[src/rtl/instruction_sequencer.sv]
// ---------------------------------------------------------------------------
// instruction_sequencer
//
// Buffers instructions from a loader in a small FIFO and hands them to a core
// one at a time, holding each on coreInstruction until the core reports
// completion. Completion with further entries buffered issues the next one
// on the same edge, so there is no bubble between instructions.
//
// Optional feature (macro SEQ_TIMEOUT_EN): a wait counter abandons an
// instruction that has sat in WAIT for TIMEOUT cycles and sets the sticky
// timeoutFlag. Without the macro, WAIT persists until completion and
// timeoutFlag is tied to 0.
//
// Parameters:
//   DEPTH   - FIFO entries, power of two in 2..16
//   TIMEOUT - WAIT cycles before an instruction is abandoned, 2..255
//
// Ports:
//   clk             in   clock, rising edge
//   reset           in   synchronous active-high reset
//   inInstruction   in   [31:0] instruction from loader
//   inValid         in   loader offers inInstruction
//   inReady         out  FIFO not full (registered state only)
//   flush           in   discard buffered and in-flight instructions
//   coreInstruction out  [31:0] registered instruction presented to core
//   coreValid       out  high in ISSUE or WAIT
//   coreComplete    in   core finished the presented instruction
//   busy            out  not IDLE, or FIFO non-empty
//   fifoCount       out  buffered entries, excluding the in-flight one
//   issuedCount     out  [31:0] completed instructions (wraps)
//   stallCycles     out  [31:0] cycles spent waiting on the core (wraps)
//   timeoutFlag     out  sticky, an instruction was abandoned
// ---------------------------------------------------------------------------
module instruction_sequencer #(
    parameter int unsigned DEPTH   = 4,
    parameter int unsigned TIMEOUT = 16
) (
    input  logic                     clk,
    input  logic                     reset,
    input  logic [31:0]              inInstruction,
    input  logic                     inValid,
    output logic                     inReady,
    input  logic                     flush,
    output logic [31:0]              coreInstruction,
    output logic                     coreValid,
    input  logic                     coreComplete,
    output logic                     busy,
    output logic [$clog2(DEPTH):0]   fifoCount,
    output logic [31:0]              issuedCount,
    output logic [31:0]              stallCycles,
    output logic                     timeoutFlag
);

    localparam int unsigned PtrW = $clog2(DEPTH);
    localparam int unsigned CntW = PtrW + 1;
    localparam logic [CntW-1:0] FullCnt = CntW'(DEPTH);

    typedef enum logic [1:0] {
        StIdle  = 2'd0,
        StIssue = 2'd1,
        StWait  = 2'd2
    } state_e;

    state_e            state_q, state_d;
    logic [31:0]       mem_q [DEPTH];
    logic [PtrW-1:0]   wr_ptr_q, wr_ptr_d;
    logic [PtrW-1:0]   rd_ptr_q, rd_ptr_d;
    logic [CntW-1:0]   count_q, count_d;
    logic [31:0]       instr_q, instr_d;
    logic [31:0]       issued_q, issued_d;
    logic [31:0]       stall_q, stall_d;

    logic push;
    logic pop;
    logic retire;
    logic fifo_nonempty;
    logic timeout_hit;

    assign fifo_nonempty = (count_q != '0);
    // Full blocks the push even when a pop happens on the same edge.
    assign inReady       = (count_q < FullCnt);
    assign push          = inValid && inReady && !flush;

`ifdef SEQ_TIMEOUT_EN
    logic [7:0] wait_cnt_q, wait_cnt_d;
    logic       timeout_q, timeout_d;

    // Fires on the TIMEOUT-th cycle spent in WAIT.
    assign timeout_hit = (state_q == StWait) && !coreComplete &&
                         (wait_cnt_q == 8'(TIMEOUT - 1));

    always_comb begin
        wait_cnt_d = wait_cnt_q;
        timeout_d  = timeout_q;
        if (flush || pop) begin
            wait_cnt_d = '0;
        end else if (state_q == StWait) begin
            wait_cnt_d = wait_cnt_q + 8'd1;
        end
        if (!flush && timeout_hit) begin
            timeout_d = 1'b1;
        end
    end

    always_ff @(posedge clk) begin
        if (reset) begin
            wait_cnt_q <= '0;
            timeout_q  <= 1'b0;
        end else begin
            wait_cnt_q <= wait_cnt_d;
            timeout_q  <= timeout_d;
        end
    end

    assign timeoutFlag = timeout_q;
`else
    assign timeout_hit = 1'b0;
    assign timeoutFlag = 1'b0;
`endif

    // Sequencer next state: flush overrides everything but reset, and a
    // timeout retires the instruction exactly like a completion without
    // counting it.
    always_comb begin
        state_d  = state_q;
        instr_d  = instr_q;
        issued_d = issued_q;
        stall_d  = stall_q;
        pop      = 1'b0;
        retire   = 1'b0;

        if (flush) begin
            state_d = StIdle;
        end else begin
            unique case (state_q)
                StIdle: begin
                    if (fifo_nonempty) begin
                        pop     = 1'b1;
                        state_d = StIssue;
                    end
                end
                StIssue, StWait: begin
                    if (coreComplete) begin
                        issued_d = issued_q + 32'd1;
                        retire   = 1'b1;
                    end else if (timeout_hit) begin
                        retire   = 1'b1;
                    end else begin
                        state_d  = StWait;
                        stall_d  = stall_q + 32'd1;
                    end
                    if (retire) begin
                        if (fifo_nonempty) begin
                            pop     = 1'b1;
                            state_d = StIssue;
                        end else begin
                            state_d = StIdle;
                        end
                    end
                end
                default: state_d = StIdle;
            endcase
        end

        if (pop) begin
            instr_d = mem_q[rd_ptr_q];
        end
    end

    // FIFO pointer and occupancy bookkeeping.
    always_comb begin
        wr_ptr_d = wr_ptr_q;
        rd_ptr_d = rd_ptr_q;
        count_d  = count_q;
        if (flush) begin
            wr_ptr_d = '0;
            rd_ptr_d = '0;
            count_d  = '0;
        end else begin
            if (push) begin
                wr_ptr_d = wr_ptr_q + 1'b1;
            end
            if (pop) begin
                rd_ptr_d = rd_ptr_q + 1'b1;
            end
            unique case ({push, pop})
                2'b10:   count_d = count_q + 1'b1;
                2'b01:   count_d = count_q - 1'b1;
                default: count_d = count_q;
            endcase
        end
    end

    always_ff @(posedge clk) begin
        if (reset) begin
            state_q  <= StIdle;
            wr_ptr_q <= '0;
            rd_ptr_q <= '0;
            count_q  <= '0;
            instr_q  <= '0;
            issued_q <= '0;
            stall_q  <= '0;
        end else begin
            state_q  <= state_d;
            wr_ptr_q <= wr_ptr_d;
            rd_ptr_q <= rd_ptr_d;
            count_q  <= count_d;
            instr_q  <= instr_d;
            issued_q <= issued_d;
            stall_q  <= stall_d;
        end
    end

    // Storage array needs no reset; occupancy tracking guards every read.
    always_ff @(posedge clk) begin
        if (push) begin
            mem_q[wr_ptr_q] <= inInstruction;
        end
    end

    assign coreInstruction = instr_q;
    assign coreValid       = (state_q == StIssue) || (state_q == StWait);
    assign busy            = (state_q != StIdle) || fifo_nonempty;
    assign fifoCount       = count_q;
    assign issuedCount     = issued_q;
    assign stallCycles     = stall_q;

endmodule

[config.mk]
export PLATFORM = sky130hd
export DESIGN_NAME = instruction_sequencer
export DESIGN_NICKNAME = d
export VERILOG_FILES = /design/src/rtl/instruction_sequencer.sv
export SDC_FILE = /design/constraint.sdc
export NUM_CORES = 1
export LEC_CHECK = 0
export BUFFER_PORTS_ARGS = -buffer_cell sky130_fd_sc_hd__buf_2
export CORE_UTILIZATION = 25
export DETAILED_ROUTE_END_ITERATION = 6
export SLEW_MARGIN = 25
export SYNTH_ARGS = -nofsm -noshare
export SYNTH_HDL_FRONTEND = slang
export SYNTH_SLANG_ARGS = --single-unit
[constraint.sdc]
create_clock -name clk -period 3.1 [get_ports clk]
set_input_delay 0.31 -clock clk [delete_from_list [all_inputs] [get_ports clk]]
set_output_delay 0.31 -clock clk [all_outputs]
set_load 0.005 [all_outputs]
# Yosys cells after proc, flatten, opt, wreduce, memory -nomap -nowiden
# Memory sizes are Yosys's and may differ from the RTL's. A register that Yosys moved wholly into a read port is not among the register bits.
# Index checks and enable logic that the tools add are counted.
# word_totals
latch_bits,0
out_inout_bits,103
ram_bits,128
memories,1
romBits,0
elab_cells,51
reg_bits,73
# classes
eq_ne,6
n_div,0
reduce_logical,14
n_shift,0
n_lt_le_gt_ge,1
n_bitwise,2
mul,0
add_sub_neg,6
muxes,15
# mem_list
memory,words,word_bits,rd,rd_clocked_by_memory_dff,write_ports,line,source
mem_q,4,32,1,1,1,65,logic [31:0] mem_q [DEPTH];
# op_table
operator,n
$add 32x1->32 const B,2
$mux 1,9
$mux 2,3
$pmux 3 s2,1
$reduce_and 3->1,2
$add 2x1->2 const B,2
$eq 2x1->1 const B,2
$eq 2x2->1 const B,2
$pmux 2 s2,1
$reduce_bool 2->1,2
$reduce_or 2->1,2
$add 3x1->3 const B,1
$lt 3x3->1 const B,1
$ne 3x3->1 const B,1
$reduce_bool 3->1,1
$sub 3x1->3 const B,1
$logic_and 1x1->1,2
$logic_not 2->1,1
$logic_or 1x1->1,2
$ne 2x2->1 const B,1
$not 1->1,2
$pmux 1 s2,1
$reduce_and 2->1,1
$logic_not 1->1,1

# Depth between registers and ports, before layout
# depth
word_depth,9
depth_mapped,13

# Worst setup path after synthesis
# OpenSTA, ideal clock, no wires.
# synth_timing
path_kind,flip-flop to flip-flop
startpoint,register state_q[1]
endpoint,"register count_q[2], in the netlist fifoCount[2]"
arrival_time_ns,2.903
synth_period_minus_slack_ns,2.973
path_stages_with_launch,14
path_buffers,2
slack_ns,0.127
required_time_ns,3.030
setup_ns,0.070
path_cell_list,dfxtp_1 inv_1 ha_1 a21oi_1 or4_1 clkbuf_1 inv_2 buf_2 ha_1 inv_1 fa_1 xor2_1 or3_1 a21oi_1
# synth_via
elab_chain_len,6
# synth_rtl
item,line,source
start: declaration,64,"state_e state_q, state_d;"
start signal: assignment,196,state_q <= StIdle;
start signal: assignment,204,state_q <= state_d;
$eq 2x1->1 / $eq 2x2->1 (equally long branches),135,unique case (state_q)
$reduce_or 2->1,135,
$pmux 1 s2 (*),135,
$mux 1 (*),132,if (flush) begin
named net pop,74,logic pop;
$eq 2x1->1 / $eq 2x2->1 (equally long branches),186,"unique case ({push, pop})"
$pmux 3 s2 / $reduce_bool 2->1 (equally long branches),-,
end signal: assignment,207,count_q <= count_d;
end: declaration,68,"logic [CntW-1:0] count_q, count_d;"
# The timed path passes the listed nets; every way through them passes the cells marked *.
# A chain may end at the register's enable or synchronous reset.

# Worst setup path in the final report
# layout_timing
startpoint,register state_q[1]
endpoint,"register count_q[2], in the netlist fifoCount[2]"
# layout_via
elab_chain_len,6
# layout_rtl
item,line
$eq 2x1->1 / $eq 2x2->1 (equally long branches),135
$reduce_or 2->1,135
$pmux 1 s2 (*),135
$mux 1 (*),132
$eq 2x1->1 / $eq 2x2->1 (equally long branches),186
$pmux 3 s2 / $reduce_bool 2->1 (equally long branches),-
# Every way passes the cells marked *; elsewhere a longest branch is shown, timed or not.

==> impl_results.md <==
- Outcome: finished, violations left
- Failing checks: design-rule violations
- Max cap viols: 0
- Largest net degree at the start of global routing: 43
- Yosys reg bits: 233
- Longest Clk Path Bufs: 3
- Ys flop type: edfxtp_1
- Drt via density: 4.41
- Cell Rows: 69
- Worst r2r path cells: 11
- Global-route wire length before repair: 33.6 mm
- DPL Wire Length: 13.6 mm
- Dominant cells by area after synthesis: edfxtp_1 (42%), dfxtp_1 (23%), mux4_2 (7.9%), xor2_1 (3.9%), nand2_1 (3.8%)
- Reg clk slew, reported paths: 0.05 ns
- FMAX: 370 MHz
- Synthesized area: 9170 um^2
- DR WL/cell: 15.5 um
- Setup Fix Bufs, Post-CTS: 0
- R2R setup slack: 0.40 ns
- Core area: 35800 um^2
- Worst EP required: 3.57 ns
- Total Power: 6.64 mW
- CTS Buf Count: 27
- CP max FO: 3
- Number of synthesized flops with an enable pin: 128
- Commonest non-fill, non-tap cell in the layout: buf_2
- Slew HR: 58.2%
- Clock sinks: 233
- Final Hold Viols: 0
- Unrepaired setup endpoints after global routing: false
- Crit-path cells: inv_1 -> ha_1 -> a21oi_1 -> or4_2 -> inv_2 -> ha_1 -> inv_1 -> fa_1 -> xor2_1 -> or3_1 -> a21oi_1
- CP Capture Type: register
- Yosys top cell area share: 41.9%
- Fin crit share: 87.2%
- Worst path arrival time: 3.18 ns
- DRT iter0 DRCs: 284
- Hold depth: 3
- PortBufs: 138
- Die Wd: 194 um
- CTS tree: done
- Synth warn: 0
- Syn avg cell area: 13.0 um^2
- Final WL: 21.2 mm
- WP buf/inv: 3
- Hold Slack: 0.195 ns
- Layout cells sized above 1: 26.9%
- Hold Crit Class: in -> reg
- Die area: 37400 um^2
- Leakage: 4.28 nW
- Final Skew: 0.0165 ns
- Post-Syn Nets: 751
- Insertion delay to the later sink of the worst-skew pair: 0.55 ns
- GRT Overall Usage: 11.4%
- Asr flop ratio synth: 0%
- Sequential area share after synthesis: 64.8%
- Maximum VDD drop: 0.449 mV
- Ports: 140
- Minimum clock period: 2.70 ns
- Die Ht: 194 um
- NumNets Final: 932
- GRT overflow: 0
- Pre-CTS WS: 0.390 ns
- Setup TNS: 0 ns
- Slew Viols, Final: 0
- Setup CP Type: reg -> reg
- H-tree depth: 1
- Final core occ: 32.6%
- Max stage delay cell, worst path: or4_2
- Pwr/cell area: 568 nW/um^2
- Vias in the first global route: 6019
- Setup violations, final: 0
- Inserted Diodes: 0
- Initial antenna violation count: 0
- Crit path depth: 11
- Distinct cell type count after synthesis: 43
- Root buffer cell: clkbuf_16
- First-pass DRT Iterations: 7
- Gpl congestion: 0.783
- Synth Instances: 704
- Largest stage delay on the critical path: 0.58 ns
- Synth area leader: edfxtp_1
- CP delay by family, top: simple AND/OR/NAND/NOR gates
- Initial Util: 25.6%
- CP Launch Type: register
- Layout area overhead: 27.4%
- Most frequent cells in the layout: buf_2 (137), edfxtp_1 (128), dfxtp_1 (103)
- Residual DRC: 14
- Final WS setup: 0.396 ns
- Final ANT Viol Nets: 0
- Worst Tran Pin Value: 0.625 ns
- DR vias: 6025
==> kinds of logic (layout without fill, tap and decap cells) <==
logic type                 Yosys count  count (layout)  share of synthesized area [%]
buffers and inverters               45             246                           2.02
other                                1               1                         0.0409
DFF                                233             233                           64.8
xor gates and xnor gates            56              56                           5.35
muxes                               34              34                           8.08
AOI/OAI and AO/OA                   61              61                           3.44
adders and majority gates           10              10                           1.45
and+or+nand+nor                    264             264                           14.8
==> flip-flops by register name (all words and copies together) (netlist names) <==
| register | cells |
|---|---|
| coreInstruction | 32 |
| fifoCount | 3 |
| issuedCount | 32 |
| mem_q | 128 |
| rd_ptr_q | 2 |
| stallCycles | 32 |
| state_q | 2 |
| wr_ptr_q | 2 |
==> report_power, final <==
| group | internal (mW) | leakage [nW] | switching (mW) |
|---|---|---|---|
| Clock | 1.84 | 0.425 | 1.26 |
| Combinational | 0.104 | 1.85 | 0.125 |
| Sequential | 3.30 | 2.01 | 0.0141 |
==> worst min-delay path, cell delays in order <==
cell      delay [ns]
buf_2           0.18
nand3b_1        0.13
a21oi_1         0.06
==> timing repair <==
action | CTS | global route
hold buffers | 32 | 0
resized for setup | 0 | 0
endpoints found under the hold margin | 128 | 0
==> cell usage after synthesis (2+ instances only) <==
master and n:
mux4_2 32, nand2_1 92, nor4_1 3, nand4_1 18, dfxtp_1 105, buf_2 7
nor2_1 68, inv_1 13, mux2i_1 2, ha_1 9, nand4_2 2, nand3_1 19
and3_1 8, and2_1 12, xor2_1 41, nor3_4 2, a21oi_1 48, nor3_1 3
buf_1 2, clkbuf_1 20, nand4b_1 2, xnor2_1 15, edfxtp_1 128, o21ai_0 10
nand3b_1 2, nor3b_1 2, or3_1 10, and4_1 10, buf_4 2, or4_1 3
o31ai_1 2
==> per-stage QoR <==
step	cell area, um^2	std cells
final	11700	1366
after global routing	11700	1366
after CTS	11700	1366
after detailed placement	10500	1285
after global placement	10500	1285
after floorplan	9170	704
==> cell type report <==
class	count	area (um^2)
fillers	3536	24100
flip-flops and latches	233	5950
multi-input cells	426	3040
repair buffers	183	1190
clock buffers	41	788
well taps	461	577
clock inverters	8	88.8
inverters	14	52.6
==> metal layers <==
metal | track usage (%) | routed length [um]
met2 | 18.3 | 9630
met4 | 2.90 | 427
met5 | 0 | 0
met3 | 2.48 | 1090
met1 | 15.4 | 10000
==> final timing paths <==
path / startpoint / to
setup / recovery: state_q[1] / fifoCount[2]
hold / removal: coreComplete / state_q[1]
setup reg to reg: state_q[1] / fifoCount[2]
hold reg to reg: coreInstruction[3] / coreInstruction[3]
No activity file was read; power rests on OpenSTA's default activity.
